--- src/rtl/instruction_fetch.sv ---
// ============================================================================
// instruction_fetch -- fetches one- or two-word instructions into IR/IF_imm.
// Revision 1.0
// ============================================================================
`default_nettype none

module instruction_fetch (
  input  logic        clk,
  input  logic        rst_n,
  input  logic        en,
  input  logic        IF_Ins_load,
  input  logic        IF_PC_load,
  input  logic [15:0] IF_PC_target,
  input  logic        IF_PC_inc,
  output logic        mem_req,
  output logic [15:0] mem_addr,
  input  logic [15:0] mem_rdata,
  input  logic        mem_rvalid,
  output logic [3:0]  IF_opcode,
  output logic [3:0]  IF_dst,
  output logic [3:0]  IF_src,
  output logic [15:0] IF_imm,
  output logic        IF_ins_valid,
  output logic        IF_busy,
  output logic [15:0] IF_pc
);

  typedef enum logic [1:0] {
    IDLE   = 2'd0,
    FETCH1 = 2'd1,
    FETCH2 = 2'd2,
    HOLD   = 2'd3
  } state_t;

  localparam logic [3:0] OP_TWO_WORD = 4'b0001;

  state_t      state_q, state_d;
  logic [15:0] pc_q, pc_d;
  logic [15:0] ir_q, ir_d;
  logic [15:0] imm_q, imm_d;
  logic        mem_req_q, mem_req_d;
  logic        busy_q, busy_d;
  logic        valid_q, valid_d;

  always_comb begin
    state_d = state_q;
    pc_d    = pc_q;
    ir_d    = ir_q;
    imm_d   = imm_q;
    if (!en) begin
      // Abort: drop back to IDLE, keep PC/IR/imm so nothing is half-consumed
      state_d = IDLE;
    end else begin
      case (state_q)
        IDLE, HOLD: begin
          if (IF_PC_load)
            pc_d = IF_PC_target;
          else if (IF_PC_inc)
            pc_d = pc_q + 16'd1;
          if (IF_Ins_load)
            state_d = FETCH1;
        end
        FETCH1: begin
          if (mem_rvalid) begin
            ir_d = mem_rdata;
            pc_d = pc_q + 16'd1;
            if (mem_rdata[15:12] == OP_TWO_WORD) begin
              state_d = FETCH2;
            end else begin
              imm_d   = 16'd0;
              state_d = HOLD;
            end
          end
        end
        FETCH2: begin
          if (mem_rvalid) begin
            imm_d   = mem_rdata;
            pc_d    = pc_q + 16'd1;
            state_d = HOLD;
          end
        end
        default: state_d = IDLE;
      endcase
    end
    mem_req_d = (state_d == FETCH1) || (state_d == FETCH2);
    busy_d    = mem_req_d;
    valid_d   = (state_d == HOLD);
  end

  always_ff @(posedge clk or negedge rst_n) begin
    if (!rst_n) begin
      state_q   <= IDLE;
      pc_q      <= 16'd0;
      ir_q      <= 16'd0;
      imm_q     <= 16'd0;
      mem_req_q <= 1'b0;
      busy_q    <= 1'b0;
      valid_q   <= 1'b0;
    end else begin
      state_q   <= state_d;
      pc_q      <= pc_d;
      ir_q      <= ir_d;
      imm_q     <= imm_d;
      mem_req_q <= mem_req_d;
      busy_q    <= busy_d;
      valid_q   <= valid_d;
    end
  end

  // PC is frozen during a fetch, so it doubles as the stable read address
  assign mem_addr     = pc_q;
  assign mem_req      = mem_req_q;
  assign IF_busy      = busy_q;
  assign IF_ins_valid = valid_q;
  assign IF_pc        = pc_q;
  assign IF_imm       = imm_q;
  assign IF_opcode    = ir_q[15:12];
  assign IF_dst       = ir_q[11:8];
  assign IF_src       = ir_q[7:4];

endmodule

`default_nettype wire

--- config.mk ---
export PLATFORM = sky130hd
export DESIGN_NAME = instruction_fetch
export DESIGN_NICKNAME = d
export VERILOG_FILES = /design/src/rtl/instruction_fetch.sv
export SDC_FILE = /design/constraint.sdc
export NUM_CORES = 1
export LEC_CHECK = 0
export ABC_AREA = 1
export CAP_MARGIN = 20
export CORE_MARGIN = 10
export CORE_UTILIZATION = 40
export DETAILED_ROUTE_END_ITERATION = 8
export HOLD_SLACK_MARGIN = 0.05
export PLACE_DENSITY = 0.74
export SETUP_SLACK_MARGIN = 0.02
export SYNTH_ARGS = -nofsm -noshare
export SYNTH_HDL_FRONTEND = slang
export SYNTH_SLANG_ARGS = --single-unit
export TNS_END_PERCENT = 10
--- constraint.sdc ---
create_clock -name clk -period 2.11 [get_ports clk]
set_input_delay 0.211 -clock clk [delete_from_list [all_inputs] [get_ports clk]]
set_output_delay 0.211 -clock clk [all_outputs]
set_load 0.1 [all_outputs]
# Word-level counts from Yosys, hierarchy flattened
# Cells that the tools add are included.
# classes
add_sub_neg	1
eq_ne	12
reduce_logical	8
n_mux	14
# ops
op	count
$mux 16	6
$pmux 16 s2	2
$add 16x1->16 const B	1
$eq 2x2->1 const B	4
$mux 2	4
$ne 2x2->1 const B	3
$pmux 2 s3	1
$reduce_and 3->1	2
$reduce_and 5->1	1
$eq 2x1->1 const B	2
$eq 4x1->1 const B	1
$reduce_or 2->1	2
$ne 3x3->1 const B	1
$logic_not 2->1	1
$ne 2x1->1 const B	1
$reduce_bool 2->1	1
$logic_or 1x1->1	1
$mux 1	1
# word_totals
in_bits	39
elab_cells	41
reg_bits	52

# Depth between registers and ports, before layout
# depth
ltp_word	7
depth_mapped	10
ltp_nobuf	10

# Least setup slack after synthesis
# Ideal clock, no wire load.
# synth_timing
kind	reg-to-reg
start	register pc_q[1] (netlist: IF_pc[1])
end	register pc_q[8] (netlist: IF_pc[8])
path_stages_with_launch	9
t_required_ps	1990
setup_slack_ps	12
arrival_ps	1978
period_less_slack_ps	2098
cell_sequence	dfrtp_1 > ha_1 > nand2_1 > nor2_4 > inv_1 > o21ai_0 > nand3_1 > nand2_1 > nand2_1
# synth_via
elab_chain_cells	4
# synth_lines
element	line	rtl
from (decl)	38	logic [15:0] pc_q, pc_d;
from (signal assigned)	101	pc_q <= pc_d;
$add 16x1->16 *	59, 66, 78	
$mux 16	58	else if (IF_PC_inc)
$mux 16	56	if (IF_PC_load)
$pmux 16 s2 *	54	case (state_q)
# Every way passes the cells marked *; elsewhere a longest branch is shown, timed or not. The select of a mux whose other input is x is not followed.
# A chain may end at the register's enable or synchronous reset.

# Final worst setup path
# layout_timing
start	register state_q[0]
end	register pc_q[5] (netlist: IF_pc[5])
# layout_via
elab_chain_cells	4
# layout_lines
element	line	rtl
from (decl)	37	state_t state_q, state_d;
from (signal assigned)	100	state_q <= state_d;
$eq 2x2->1, or another cell as far along	54	
$reduce_or 2->1, on equally long branches	-	
$ne 3x3->1 (no line) / $ne 2x1->1 (equally long branches)	-	
$reduce_and 3->1 (no line)	-	
# Several ways; a longest one is shown, not always the timed one.

==> impl_results.md <==
- Synth-to-layout area growth: 35.1%
- Drt wl/cell: between 10 and 15 µm
- Overflow after GRT: 0
- Status: complete, no violations
- CTS sink count: 48
- Post-CTS sizing: 0
- Maximum fanout along the worst path: 17
- Synth Area in Adders: 1.83%
- # setup viols final: 0
- Initial antenna violation count: 0
- R2R cell count: 8
- Max Buffers Root-to-Sink: 2
- Fin area: 0.00368 mm²
- Post-CTS Hold Buffers: 1
- Initial drt markers: a little over 90
- Worst setup EP type: register
- Mapped Cells: between 300 and 400
- Number of port buffers: roughly 100
- GRT Overall Usage: ~15%
- Largest cells by area after synthesis: dfrtp_1, nand2_1, buf_4
- Largest family of logic cells by synthesized area: simple AND/OR/NAND/NOR gates
- Vias in the first global route: approximately 2600
- CP cell instances: inv_1, ha_1, inv_1, a21oi_2, nand2_2, clkinv_4, o21ai_0, o21ai_0
- Placed Instances: around 500
- Multiplexer share of the synthesized area: under 10%
- Final cycle utilization of the critical path: between 80% and 90%
- DRC viols: 0
- Unrepaired setup endpoints after global routing: no
- Post-DP HPWL: 5.92 mm
- Kind of start point of the critical path: register
- Final Max Slew Viols: 0
- Simple-Gate Fraction of Synth Area: 30.4%
- Cell family with most CP delay: compound AO/OA/AOI/OAI gates
- Largest net degree at the start of global routing: 31
- Cell Count, Final, Fillers Out: 508
- Most common cell in the netlist: nand2_1
- Placeable Area: approximately 0.0067 mm²
- Worst min path class: in2reg
- Fin nets: between 400 and 500
- Synth Area in Compound Gates: a little over 7%
- Global-route wire length before repair: between 10 and 15 mm
- Slew of the pin with the lowest slew margin: between 0.6 and 0.7 ns
- # IOs: 102
- Post-synthesis net count: around 380
- Drt total wl: about 7.6 mm
- TritonCTS clock tree: yes
- Placer Congestion: a little under 0.9
- CP required: 2.33 ns
- Starting density of the core: 40.6%
- Asr flop ratio synth: 100%
- Delay of the slowest critical-path stage: approximately 0.36 ns
- Drt pass-1 iters: 5
- Cell Area, Synth: 0.00273 mm²
- Post-route antenna net violation count: 0
- Most used flip-flop cell after synthesis: dfrtp_1
- Fin Setup TNS: 0 ns
- # Post-CTS Setup Buffers: 0
- Largest area contributor in the netlist: dfrtp_1
- Hold Crit Depth: 3
- Worst relative slew slack: 54.0%
- Die H: around 100 µm
- Vias: 2499
- Share of layout cells above drive strength 1: between 20% and 30%
- Seq cells post-synth: between 40 and 50
- Synth warn: 0
- Die area: about 0.011 mm²
- XOR/XNOR share of the synthesized area: less than 1%
- Arrival time worst endpoint: approximately 2.0 ns
- Vias per inst: 4.92
- Yosys top cell area share: 44.0%
- Cell variety after synth: 29
- Final hold viol count: 0
- Buf+Inv Stages, Crit Path: 3
- Clk pin slew, worst setup/hold paths: about 0.09 ns
- # rows: 30
- Final min period: ~1.8 ns
- Clk_skew: between 0.01 and 0.015 ns
- Register area share after synthesis: between 40% and 50%
- Width of the die: approximately 100 µm
- Top cells by count, synth: nand2_1, dfrtp_1, nor2_1
- Max-Cap Viols: 0
- Clk_lat worst skew: about 0.30 ns
- Antenna cell count: 0
- Critical path depth: 8
- Path type of the worst setup path: reg2reg
- Max Clock Freq: about 550 MHz
- Total CTS buffers: 5
- Setup ws final: ~0.3 ns
- Syn Area/Cell: between 7 and 8 µm²
- Placed cell area: ~0.0035 mm²
- Slowest cell on crit path: dfrtp_1
- Htree depth: 2
- Post-Place Worst Slack: 0.269 ns
- Root buf cell: clkbuf_8
- Post-synth EDFFs: 0
[tightest hold or removal path, delay by kind of cell]
| kind | cells | cell delay, ns |
|---|---|---|
| simple gates | 1 | 0.06 |
| buf+inv | 1 | 0.40 |
| compound gates | 1 | 0.07 |
[logic make-up (layout without fill, tap and decap cells)]
kind of cell    count (synthesis)  in the layout
simple gates                  181            181
buf+inv                        59            146
flops                          48             48
compound gates                 37             37
mux                            11             11
fa+ha+maj                       4              4
xor+xnor                        1              1
[final timing paths]
path	endpoint	slack [ns]	start
setup / recovery	IF_pc[5]$_DFFE_PN0P_	0.29	state_q[0]$_DFF_PN0_
setup reg to reg	IF_pc[5]$_DFFE_PN0P_	0.29	state_q[0]$_DFF_PN0_
min in group asynchronous	IF_pc[2]$_DFFE_PN0P_	0.48	rst_n
hold / removal	IF_pc[1]$_DFFE_PN0P_	0.47	IF_PC_target[1]
max in group asynchronous	IF_imm[11]$_DFFE_PN0P_	0.98	rst_n
hold reg to reg	IF_imm[3]$_DFFE_PN0P_	0.48	IF_imm[3]$_DFFE_PN0P_
[sequential cells by signal (all words and copies together) (netlist names)]
name and count:
IF_ins_valid 1, IF_imm 16, ir_q 12, IF_pc 16
state_q 2, IF_busy 1
[stage by stage]
stage	utilization, %	hold WS, ns
floorplan	-	-0.0846
global placement	52.3	0.284
detailed placement	52.3	0.313
CTS	54.8	0.464
global route	54.8	0.484
finish	54.8	0.469
[metal layers]
metal | vias to the layer above | share of wire [%] | GRT usage, % | wire length, µm
met3 | 7 | 12 | 6.23 | 889
met2 | 97 | 47 | 24.8 | 3560
met4 | 0 | 0.66 | 2.93 | 50
met5 | - | 0 | 0 | 0
li1 | 1246 | - | - | -
met1 | 1149 | 41 | 17.3 | 3090
[final cells by class]
type | instances | area (µm²)
Timing Repair Buffer | 107 | 896
Fill cell | 639 | 3030
Sequential cell | 48 | 1200
Clock inverter | 3 | 90.1
Clock buffer | 5 | 68.8
Inverter | 31 | 121
Tap cell | 80 | 100
Multi-Input combinational cell | 234 | 1210
[cell usage in the layout, fill, tap and decap left out, types with 2 or more instances in the layout]
| master | n |
|---|---|
| nand3b_1 | 17 |
| nor2_1 | 32 |
| clkdlybuf4s50_1 | 37 |
| nand2_2 | 2 |
| nand3_1 | 17 |
| buf_4 | 68 |
| dfrtp_1 | 47 |
| mux2_2 | 11 |
| nand2_1 | 103 |
| nand4_1 | 5 |
| ha_1 | 4 |
| clkbuf_8 | 5 |
| o21ai_0 | 22 |
| inv_1 | 29 |
| a21oi_1 | 10 |
| bufinv_16 | 3 |
Power is left out: the tool's default activity adds up to more than one toggle a clock period on the data nets, which glitch-free logic cannot reach.
